$ cat src/rtl/pipeline_pkg.sv
// Shared types and fixed field positions for the ID/EX and EX/MEM pipeline words.
// Holds no logic. The forwarding helper is the only function.
package pipeline_pkg;

  localparam int DATA_W     = 32;
  localparam int REG_W      = 4;
  localparam int IDEX_SIZE  = 148;
  localparam int EXMEM_SIZE = 72;
  localparam int MUL_STEP   = 8;

  typedef enum logic [3:0] {
    ALU_ADD   = 4'd0,
    ALU_SUB   = 4'd1,
    ALU_AND   = 4'd2,
    ALU_OR    = 4'd3,
    ALU_XOR   = 4'd4,
    ALU_SHL   = 4'd5,
    ALU_SHR   = 4'd6,
    ALU_SRA   = 4'd7,
    ALU_MUL   = 4'd8,
    ALU_PASSB = 4'd9
  } alu_op_e;

  typedef enum logic [1:0] {
    MUL_IDLE,
    MUL_BUSY,
    MUL_DONE
  } mul_state_e;

  // ID/EX field positions
  localparam int IDEX_IMM_SRC  = 147;
  localparam int IDEX_BRANCH   = 146;
  localparam int IDEX_MEM_WR   = 145;
  localparam int IDEX_MEM2REG  = 144;
  localparam int IDEX_ALU_HI   = 143;
  localparam int IDEX_ALU_LO   = 140;
  localparam int IDEX_RA_HI    = 139;
  localparam int IDEX_RA_LO    = 136;
  localparam int IDEX_RD1_HI   = 135;
  localparam int IDEX_RD1_LO   = 104;
  localparam int IDEX_RB_HI    = 103;
  localparam int IDEX_RB_LO    = 100;
  localparam int IDEX_RD2_HI   = 99;
  localparam int IDEX_RD2_LO   = 68;
  localparam int IDEX_RC_HI    = 67;
  localparam int IDEX_RC_LO    = 64;
  localparam int IDEX_RD3_HI   = 63;
  localparam int IDEX_RD3_LO   = 32;
  localparam int IDEX_IMM_HI   = 31;
  localparam int IDEX_IMM_LO   = 0;

  // EX/MEM field positions
  localparam int EXMEM_BR_TAKEN = 71;
  localparam int EXMEM_MEM_WR   = 70;
  localparam int EXMEM_MEM2REG  = 69;
  localparam int EXMEM_REG_WR   = 68;
  localparam int EXMEM_RC_HI    = 67;
  localparam int EXMEM_RC_LO    = 64;
  localparam int EXMEM_ALU_HI   = 63;
  localparam int EXMEM_ALU_LO   = 32;
  localparam int EXMEM_ST_HI    = 31;
  localparam int EXMEM_ST_LO    = 0;

  // The EX/MEM result is newer than the write-back result, so it wins.
  function automatic logic [DATA_W-1:0] fwd(
    input logic [REG_W-1:0]  r,
    input logic [DATA_W-1:0] rd,
    input logic              ex_we,
    input logic [REG_W-1:0]  ex_rd,
    input logic [DATA_W-1:0] ex_res,
    input logic              wb_we,
    input logic [REG_W-1:0]  wb_rd,
    input logic [DATA_W-1:0] wb_wd
  );
    if (ex_we && (ex_rd == r)) return ex_res;
    if (wb_we && (wb_rd == r)) return wb_wd;
    return rd;
  endfunction

endpackage

$ cat src/rtl/buffer.sv
// Pipeline register that loads when en is high and holds when en is low.
// Latency is 1 cycle. A synchronous reset clears the register.
module buffer #(
  parameter int WIDTH = 8
) (
  input  logic             clk,
  input  logic             rst,
  input  logic             en,
  input  logic [WIDTH-1:0] bufferIn,
  output logic [WIDTH-1:0] bufferOut
);

  logic [WIDTH-1:0] data_q, data_d;

  always_comb begin
    data_d = data_q;
    if (en) data_d = bufferIn;
  end

  always_ff @(posedge clk) begin
    if (rst) data_q <= '0;
    else     data_q <= data_d;
  end

  assign bufferOut = data_q;

endmodule

$ cat src/rtl/iter_multiplier.sv
// Shift-add multiplier that retires STEP multiplier bits per BUSY cycle and keeps the low WIDTH bits.
// Timing is detect, then WIDTH/STEP BUSY cycles, then one DONE cycle. When en is low, everything holds.
module iter_multiplier
  import pipeline_pkg::*;
#(
  parameter int WIDTH = DATA_W,
  parameter int STEP  = MUL_STEP
) (
  input  logic             clk,
  input  logic             rst,
  input  logic             en,
  input  logic             start,
  input  logic [WIDTH-1:0] op_a,
  input  logic [WIDTH-1:0] op_b,
  output logic             idle,
  output logic             busy,
  output logic             done,
  output logic [WIDTH-1:0] product
);

  localparam int STEPS = WIDTH / STEP;
  localparam int CNT_W = (STEPS > 1) ? $clog2(STEPS) : 1;
  localparam logic [CNT_W-1:0] CNT_LAST = CNT_W'(STEPS - 1);

  mul_state_e       state_q, state_d;
  logic [CNT_W-1:0] cnt_q, cnt_d;
  logic [WIDTH-1:0] mcand_q, mcand_d;
  logic [WIDTH-1:0] mplier_q, mplier_d;
  logic [WIDTH-1:0] prod_q, prod_d;

  always_comb begin
    state_d  = state_q;
    cnt_d    = cnt_q;
    mcand_d  = mcand_q;
    mplier_d = mplier_q;
    prod_d   = prod_q;
    if (en) begin
      case (state_q)
        MUL_IDLE: begin
          if (start) begin
            mcand_d  = op_a;
            mplier_d = op_b;
            prod_d   = '0;
            cnt_d    = '0;
            state_d  = MUL_BUSY;
          end
        end
        MUL_BUSY: begin
          // Bits shifted past WIDTH cannot reach the low word, so truncation is exact.
          prod_d   = prod_q + mcand_q * WIDTH'(mplier_q[STEP-1:0]);
          mcand_d  = mcand_q << STEP;
          mplier_d = mplier_q >> STEP;
          cnt_d    = cnt_q + CNT_W'(1);
          if (cnt_q == CNT_LAST) state_d = MUL_DONE;
        end
        MUL_DONE: state_d = MUL_IDLE;
        default:  state_d = MUL_IDLE;
      endcase
    end
  end

  always_ff @(posedge clk) begin
    if (rst) begin
      state_q  <= MUL_IDLE;
      cnt_q    <= '0;
      mcand_q  <= '0;
      mplier_q <= '0;
      prod_q   <= '0;
    end else begin
      state_q  <= state_d;
      cnt_q    <= cnt_d;
      mcand_q  <= mcand_d;
      mplier_q <= mplier_d;
      prod_q   <= prod_d;
    end
  end

  assign idle    = (state_q == MUL_IDLE);
  assign busy    = (state_q == MUL_BUSY);
  assign done    = (state_q == MUL_DONE);
  assign product = prod_q;

endmodule

$ cat src/rtl/execute_stage.sv
// Execute stage: forwards operands, runs the ALU and the iterative MUL, and registers the result into EX/MEM (1 cycle; MUL takes 6).
// stall holds fetch/decode during a MUL and sends bubbles into EX/MEM. When en is low, the FSM and EX/MEM hold.
module execute_stage
  import pipeline_pkg::*;
(
  input  logic                  clk,
  input  logic                  rst,
  input  logic                  en,
  input  logic [IDEX_SIZE-1:0]  idexIn,
  input  logic                  exmemWE,
  input  logic [REG_W-1:0]      exmemRd,
  input  logic [DATA_W-1:0]     exmemResult,
  input  logic                  wbWE,
  input  logic [REG_W-1:0]      wbRd,
  input  logic [DATA_W-1:0]     wbWD,
  output logic                  stall,
  output logic [EXMEM_SIZE-1:0] bufferOut
);

  logic              imm_src, branch_flag, mem_write, mem_to_reg;
  logic [3:0]        alu_ctl;
  logic [REG_W-1:0]  ra, rb, rc;
  logic [DATA_W-1:0] rd1, rd2, rd3, ext_imm;

  assign imm_src     = idexIn[IDEX_IMM_SRC];
  assign branch_flag = idexIn[IDEX_BRANCH];
  assign mem_write   = idexIn[IDEX_MEM_WR];
  assign mem_to_reg  = idexIn[IDEX_MEM2REG];
  assign alu_ctl     = idexIn[IDEX_ALU_HI:IDEX_ALU_LO];
  assign ra          = idexIn[IDEX_RA_HI:IDEX_RA_LO];
  assign rd1         = idexIn[IDEX_RD1_HI:IDEX_RD1_LO];
  assign rb          = idexIn[IDEX_RB_HI:IDEX_RB_LO];
  assign rd2         = idexIn[IDEX_RD2_HI:IDEX_RD2_LO];
  assign rc          = idexIn[IDEX_RC_HI:IDEX_RC_LO];
  assign rd3         = idexIn[IDEX_RD3_HI:IDEX_RD3_LO];
  assign ext_imm     = idexIn[IDEX_IMM_HI:IDEX_IMM_LO];

  logic [DATA_W-1:0] op_a, op_b, store_data;

  assign op_a       = fwd(ra, rd1, exmemWE, exmemRd, exmemResult, wbWE, wbRd, wbWD);
  assign op_b       = imm_src ? ext_imm
                              : fwd(rb, rd2, exmemWE, exmemRd, exmemResult, wbWE, wbRd, wbWD);
  assign store_data = fwd(rc, rd3, exmemWE, exmemRd, exmemResult, wbWE, wbRd, wbWD);

  logic              mul_start, mul_idle, mul_busy, mul_done;
  logic [DATA_W-1:0] mul_product;

  assign mul_start = (alu_ctl == ALU_MUL);

  iter_multiplier #(
    .WIDTH (DATA_W),
    .STEP  (MUL_STEP)
  ) u_mul (
    .clk     (clk),
    .rst     (rst),
    .en      (en),
    .start   (mul_start),
    .op_a    (op_a),
    .op_b    (op_b),
    .idle    (mul_idle),
    .busy    (mul_busy),
    .done    (mul_done),
    .product (mul_product)
  );

  assign stall = mul_busy || (mul_idle && mul_start);

  logic [4:0]        shamt;
  logic [DATA_W-1:0] alu_res;

  assign shamt = op_b[4:0];

  always_comb begin
    alu_res = '0;
    case (alu_ctl)
      ALU_ADD:   alu_res = op_a + op_b;
      ALU_SUB:   alu_res = op_a - op_b;
      ALU_AND:   alu_res = op_a & op_b;
      ALU_OR:    alu_res = op_a | op_b;
      ALU_XOR:   alu_res = op_a ^ op_b;
      ALU_SHL:   alu_res = op_a << shamt;
      ALU_SHR:   alu_res = op_a >> shamt;
      ALU_SRA:   alu_res = $unsigned($signed(op_a) >>> shamt);
      ALU_PASSB: alu_res = op_b;
      default:   alu_res = '0;
    endcase
  end

  logic                  branch_taken, reg_write;
  logic [DATA_W-1:0]     alu_result;
  logic [EXMEM_SIZE-1:0] exmem_word;

  assign branch_taken = branch_flag && (op_a == store_data);
  assign reg_write    = !mem_write && !branch_flag;

  always_comb begin
    alu_result = alu_res;
    if (mul_done)    alu_result = mul_product;
    if (branch_flag) alu_result = ext_imm;
  end

  always_comb begin
    exmem_word = {branch_taken, mem_write, mem_to_reg, reg_write, rc, alu_result, store_data};
    if (stall) exmem_word = '0;
  end

  buffer #(
    .WIDTH (EXMEM_SIZE)
  ) u_exmem (
    .clk       (clk),
    .rst       (rst),
    .en        (en),
    .bufferIn  (exmem_word),
    .bufferOut (bufferOut)
  );

endmodule

$ cat config.mk
export PLATFORM = sky130hd
export DESIGN_NAME = execute_stage
export DESIGN_NICKNAME = d
export VERILOG_FILES = /design/src/rtl/pipeline_pkg.sv /design/src/rtl/buffer.sv /design/src/rtl/iter_multiplier.sv /design/src/rtl/execute_stage.sv
export SDC_FILE = /design/constraint.sdc
export NUM_CORES = 2
export LEC_CHECK = 0
export ABC_AREA = 1
export CAP_MARGIN = 20
export CORE_MARGIN = 3
export CORE_UTILIZATION = 30
export CTS_BUF_LIST = sky130_fd_sc_hd__clkbuf_8
export DETAILED_ROUTE_END_ITERATION = 6
export HOLD_SLACK_MARGIN = 0.08
export PLACE_DENSITY = 0.52
export SLEW_MARGIN = 20
export SYNTH_ARGS = -nofsm -noshare
export SYNTH_HDL_FRONTEND = slang
export SYNTH_HIERARCHICAL = 1
export SYNTH_SLANG_ARGS = --single-unit
$ cat constraint.sdc
create_clock -name clk -period 4.97 [get_ports clk]
set_input_delay 0.994 -clock clk [delete_from_list [all_inputs] [get_ports clk]]
set_output_delay 0.994 -clock clk [all_outputs]
set_load 0.02 [all_outputs]
Yosys cells after proc, flatten, opt, wreduce, memory -nomap -nowiden
Cells that the tools add are included.
{"block": "classes", "add_sub_neg": 4, "multipliers": 1, "div_mod_pow": 0, "magnitude_cmp": 0, "n_eq_ne": 21, "n_shift": 3, "n_mux": 37, "bitwise_logic": 3, "reduce_logical": 17}
{"cell": "$mux 32", "n": 18}
{"cell": "$pmux 32 s9", "n": 1}
{"cell": "$pmux 32 s2", "n": 3}
{"cell": "$mux 72", "n": 1}
{"cell": "$add 32x32->32", "n": 2}
{"cell": "$and 32x32->32", "n": 1}
{"cell": "$eq 32x32->1", "n": 1}
{"cell": "$mul 32x8->32", "n": 1}
{"cell": "$or 32x32->32", "n": 1}
{"cell": "$shl 32x5->32", "n": 1}
{"cell": "$shr 32x5->32", "n": 1}
{"cell": "$sshr 32x5->32", "n": 1}
{"cell": "$sub 32x32->32", "n": 1}
{"cell": "$xor 32x32->32", "n": 1}
{"cell": "$eq 4x4->1", "n": 6}
{"cell": "$eq 4x3->1 const B", "n": 4}
{"cell": "$logic_and 1x1->1", "n": 9}
{"cell": "$mux 1", "n": 9}
{"cell": "$eq 4x2->1 const B", "n": 2}
{"cell": "$eq 4x4->1 const B", "n": 2}
{"cell": "$pmux 2 s2", "n": 2}
{"cell": "$mux 2", "n": 3}
{"cell": "$reduce_and 3->1", "n": 2}
{"cell": "$eq 2x2->1 const B", "n": 2}
{"cell": "other kinds (10)", "n": 11}
{"block": "word_totals", "ff_bits": 172, "latchBits": 0, "ramBits": 0, "romBits": 0, "in_bits": 225, "elab_cells": 92, "n_memories": 0}

Logic depth before layout (Yosys ltp)
{"block": "logic_depth", "depth_word": 12, "depth_mapped": 42}

Hierarchy
Netlist, hierarchy kept.
{"mod": "execute_stage", "n_inst": 1, "cells_per_inst": 2492, "area_each_um2": 12520.8}
{"mod": "iter_multiplier", "n_inst": 1, "cells_per_inst": 1752, "area_each_um2": 12268.0}
{"mod": "buffer", "n_inst": 1, "cells_per_inst": 456, "area_each_um2": 2951.6}

Worst setup path before layout
No wires, ideal clock.
{"block": "synth_timing", "path_kind": "input to register", "start": "input port idexIn[103]", "end": "register u_exmem.data_q[60] (netlist: u_exmem/bufferOut[60])", "setup_ns": 0.064, "arrival_time_ns": 5.044, "path_slack_ns": -0.138, "cell_stages": 39, "path_buffers": 2, "path_cell_list": "inv_1 > nand2_1 > nand2_1 > nor2_4 > nand3_4 > nand2_1 > nand3_1 > nand2_1 > nand2_1 > inv_2 > buf_2 > buf_2 > ha_1 > nand3_2 > nor2_4 > nand2_2 > nor2_4 > nand2_2 > [3 not listed] > nand2_1 > nor2_1 > nand2_1 > o311ai_0 > nand2_1 > nand2_1 > nand2_1 > nand2_1 > nand3_1 > nand3_1 > nand3_1 > nand3_1 > nand2_1 > a21oi_1 > inv_1 > nand2_1 > nand2_1 > nor2_1"}
{"block": "synth_between", "elab_chain_len": 12}
{"element": "start: declaration", "line": "execute_stage.sv:9", "rtl": "input logic [IDEX_SIZE-1:0] idexIn,"}
{"element": "$eq 4x4->1", "line": "pipeline_pkg.sv:76", "rtl": "if (wb_we && (wb_rd == r)) return wb_wd;"}
{"element": "$logic_and 1x1->1", "line": "pipeline_pkg.sv:76"}
{"element": "$mux 1 (2 in a row)", "line": "pipeline_pkg.sv:76"}
{"element": "$mux 32", "line": "pipeline_pkg.sv:77", "rtl": "return rd;"}
{"element": "$mux 32 (*)", "line": "pipeline_pkg.sv:76"}
{"element": "$mux 32 (*)", "line": "execute_stage.sv:41", "rtl": "assign op_b = imm_src ? ext_imm"}
{"element": "$sub 32x32->32 (tied with other cells)", "line": "execute_stage.sv:77", "rtl": "ALU_SUB: alu_res = op_a - op_b;"}
{"element": "$pmux 32 s9 (*)", "line": "execute_stage.sv:75", "rtl": "case (alu_ctl)"}
{"element": "$mux 32 (*)", "line": "execute_stage.sv:98", "rtl": "if (mul_done) alu_result = mul_product;"}
{"element": "$mux 32 (*)", "line": "execute_stage.sv:99", "rtl": "if (branch_flag) alu_result = ext_imm;"}
{"element": "$mux 72 (*)", "line": "execute_stage.sv:104", "rtl": "if (stall) exmem_word = '0;"}
{"element": "named net exmem_word[60]", "line": "execute_stage.sv:91", "rtl": "logic [EXMEM_SIZE-1:0] exmem_word;"}
{"element": "end signal: assignment", "line": "buffer.sv:22", "rtl": "else data_q <= data_d;"}
{"element": "end: declaration", "line": "buffer.sv:13", "rtl": "logic [WIDTH-1:0] data_q, data_d;"}
The timed path passes the listed nets; every way through them passes the cells marked *. The select of a mux whose other input is x is not followed.
A chain may end at the register's enable or synchronous reset.

Worst setup path in the final report
{"block": "layout_timing", "start": "input port exmemWE", "end": "register u_exmem.data_q[41] (netlist: u_exmem/bufferOut[41])"}
{"block": "layout_between", "elab_chain_len": 9}
{"element": "start: declaration", "line": "execute_stage.sv:10", "rtl": "input logic exmemWE,"}
{"element": "$logic_and 1x1->1", "line": "pipeline_pkg.sv:75", "rtl": "if (ex_we && (ex_rd == r)) return ex_res;"}
{"element": "$mux 1", "line": "pipeline_pkg.sv:75"}
{"element": "$mux 32", "line": "pipeline_pkg.sv:76"}
{"element": "$mux 32", "line": "execute_stage.sv:41"}
{"element": "$sub 32x32->32 (tied with other cells)", "line": "execute_stage.sv:77"}
{"element": "$pmux 32 s9 (*)", "line": "execute_stage.sv:75"}
{"element": "$mux 32 (*)", "line": "execute_stage.sv:98"}
{"element": "$mux 32 (*)", "line": "execute_stage.sv:99"}
{"element": "$mux 72 (*)", "line": "execute_stage.sv:104"}
{"element": "named net exmem_word[41]", "line": "execute_stage.sv:91"}
The timed path passes the listed nets; every way through them passes the cells marked *.

==> metrics.md <==
| Metric | Value |
|---|---|
| Largest net degree at the start of global routing | `117` |
| Number of synthesis warnings | `6` |
| Hold-critical path depth | `2` |
| Max cap viols | `0` |
| Final Power | `7250 uW` |
| Final Max Tran Viols | `0` |
| CTS tree | `done` |
| Syn Nets | `~5,300` |
| First-pass iteration count of the detailed router | `6` |
| Die Y-Extent | `slightly above 300 um` |
| Post-Syn Area | `27,700 um^2` |
| Status | `finished, violations left` |
| First-pass GRT wire length | `231 mm` |
| Final core utilization | `0.424` |
| Synth-to-Final Area Change | `38.9%` |
| Final period util | `1.01` |
| Final clock skew | `45.8 ps` |
| CP Data Required Time | `5440 ps` |
| Fillers | `9,990` |
| Max FO, Critical Path | `6` |
| Slew @ Worst Pin | `1010 ps` |
| Final Setup Violations | `1` |
| DRC viols | `0` |
| Placer congestion estimate | `about 1.1` |
| Maximum vdd drop | `147 uV` |
| Routed Wire Length | `162 mm` |
| Post-synth EDFFs | `0` |
| DR WL/cell | `between 20 and 25 um` |
| Register area | `3450 um^2` |
| Die area | `96,200 um^2` |
| Placed Area | `36,700 um^2` |
| Critical path endpoint category | `flop` |
| Initial DRC Count | `3,298` |
| Most used cell, CP | `buf_4` |
| Clock transition at path regs | `roughly 100 ps` |
| Mapped Avg Cell Area | `5.90 um^2` |
| Final min period | `5010 ps` |
| Finished Cell Area | `38,500 um^2` |
| Crit Path Class | `in2reg` |
| Detailed Place HPWL | `136 mm` |
| Row count | `between 100 and 150` |
| Vias in the first global route | `33,800` |
| Cell type with the largest total area after synthesis | `nand2_1` |
| Largest stage delay, worst path | `~410 ps` |
| Vias/cell | `5.18` |
| Register area share after synthesis | `0.124` |
| Post-synthesis cell type count | `61` |
| Worst reg-to-reg path cell count | `20` |
| Fin. Hold Viols | `0` |
| TritonCTS Buffers | `17` |
| Htree depth | `4` |
| Skew-Pair Late Insertion Delay | `600 ps` |
| Critical Path AT | `5480 ps` |
| Port Buffers | `around 300` |
| Crit-path slowest cell | `a2111oi_2` |
| Minimum hold slack | `~470 ps` |
| Share of layout cells above drive strength 1 | `0.201` |
| Initial Util | `0.305` |
| Global Route Usage Sum | `0.332` |
| Area of the multi-input gates | `21,300 um^2` |
| Post-synthesis register bit count | `around 170` |
| Unrepaired setup endpoints after global routing | `yes` |
| Global route overflow | `0` |
| Failing checks | `negative setup slack` |
| Die X | `310 um` |
| Top cells by area, synth | `nand2_1, fa_1, dfxtp_1, inv_1, nand3_1` |
| Nature of the critical path startpoint | `input port` |
| Via count | `34,800` |
| Hold/Removal Path Class | `reg2reg` |
| I/O pin count | `298` |
| Initial antenna violation count | `15` |
| Placed Instances | `6,634` |
| Top_reg_cell synth | `dfxtp_1` |
| Fmax | `200 MHz` |
| Clock sink count | `between 150 and 200` |
| Synth top area share | `0.191` |
| Leakage power | `0.0202 uW` |
| Nets | `6,069` |
| Max-slew headroom | `0.323` |
| Layout Cells excl Fill | `6,712` |
| Root Driver | `clkbuf_8` |
| Async SR Flop Fraction | `0` |
| CORE AREA | `between 90,000 and 100,000 um^2` |
| CTS Buffer Depth | `2` |
| Final worst setup slack | `-36.0 ps` |
| PD cells | `188 nW/um^2` |
| Remaining antenna violation count | `0` |
| Mapped Cells | `4,700` |
-- final timing paths --
path                      startpoint               endpoint  slack (ps)
setup / recovery             exmemWE  u_exmem/bufferOut[41]         -40
hold reg to reg   u_mul/mplier_q[26]     u_mul/mplier_q[26]         470
hold / removal    u_mul/mplier_q[26]     u_mul/mplier_q[26]         470
setup reg to reg   u_mul/mplier_q[3]      u_mul/product[20]         210
-- kinds of logic after synthesis --
logic type | Yosys count | synth area share
AO/OA/AOI/OAI | 722 | 0.150
buffers and inverters | 1008 | 0.146
AND/OR/NAND/NOR | 2420 | 0.367
adder cells (fa/ha/maj) | 326 | 0.198
flip-flops | 172 | 0.124
XOR/XNOR | 52 | 0.0164
-- flip-flops by register name, indices dropped and copies added (netlist names) --
register and cells:
u_mul/product 32, u_mul/mcand_q 32, u_exmem/bufferOut 72, u_mul/mplier_q 32, u_mul/cnt_q 2, u_mul/state_q 2
-- metrics by stage --
stage	TNS, ps	worst slack (ps)
final	-36.0	-36.0
after global routing	-2510	-300
after CTS	0	4.79
after detailed placement	-29300	-1410
after global placement	-29160	-1450
after floorplan	0	6.84
-- report_power, final --
part	total [uW]	internal (uW)	switching, uW	leakage [uW]
Sequential	1570	1470	95.1	0.00141
Combinational	4450	1740	2710	0.0186
Clock	1230	573	655	0.000233
-- what timing repair did --
action                                  in CTS  in global routing
pin swaps                                   70                123
setup buffers                               17                 26
hold endpoints to repair                     0                  0
cloned                                       0                  1
endpoints found under the setup margin      25                 33
gates resized for setup                    138                217
hold buffers                                 0                  0
-- per-layer routing --
layer  global-route usage  vias up  share of wire
li1                     -    16500              -
met1                0.403    16700           0.40
met4                0.205       12          0.076
met3               0.0346      349          0.052
met2                0.564     1263           0.47
met5                    0        -        0.00048
-- critical path, delay by kind of cell --
kind | cells | cell delay, ps
adders and majority gates | 1 | 390
and+or+nand+nor | 16 | 1410
buffers and inverters | 11 | 1520
AOI/OAI and AO/OA | 5 | 860
xor gates and xnor gates | 2 | 270
-- placed cells by master (no fill, tap or decap), drive strengths merged, types with 7 or more instances in the layout --
cell type	instances
nand2	1444
a31oi	52
clkinv	9
o211ai	33
a211oi	8
xor2	43
nand3b	8
o21bai	10
xnor2	9
or2	11
inv	749
clkbuf	21
clkdlybuf4s50	279
o21a	9
a21boi	7
ha	139
a21oi	263
buf	775
o21ai	275
dfxtp	172
nand4	71
nor3	23
a221oi	17
nand3	461
nor2	395
a22o	8
a21o	10
fa	187
o22ai	10
-- synthesized netlist by cell type, types with 11 or more instances --
master,count
nor2_4,11
a21oi_1,259
clkbuf_1,150
o211ai_1,31
ha_1,139
a221oi_1,17
buf_6,16
dfxtp_1,172
nand2_1,1413
a31oi_1,52
o21ai_0,226
nand3_1,457
inv_1,719
o21ai_1,37
nand4_1,71
fa_1,187
o21ai_2,11
inv_2,25
nor2_1,377
nand2_2,27
buf_2,71
xor2_1,43
nor3_1,22
buf_4,11
-- final cells by class --
cell class,instances,share of cell area
clock inverters,14,0.00539
flip-flops and latches,172,0.0895
clock buffers,18,0.00643
multi-input cells,3520,0.552
well taps,1176,0.0382
diodes,5,0.000325
repair buffers,1059,0.235
inverters,748,0.0732
Note: power is estimated with default switching activity, not from simulation.
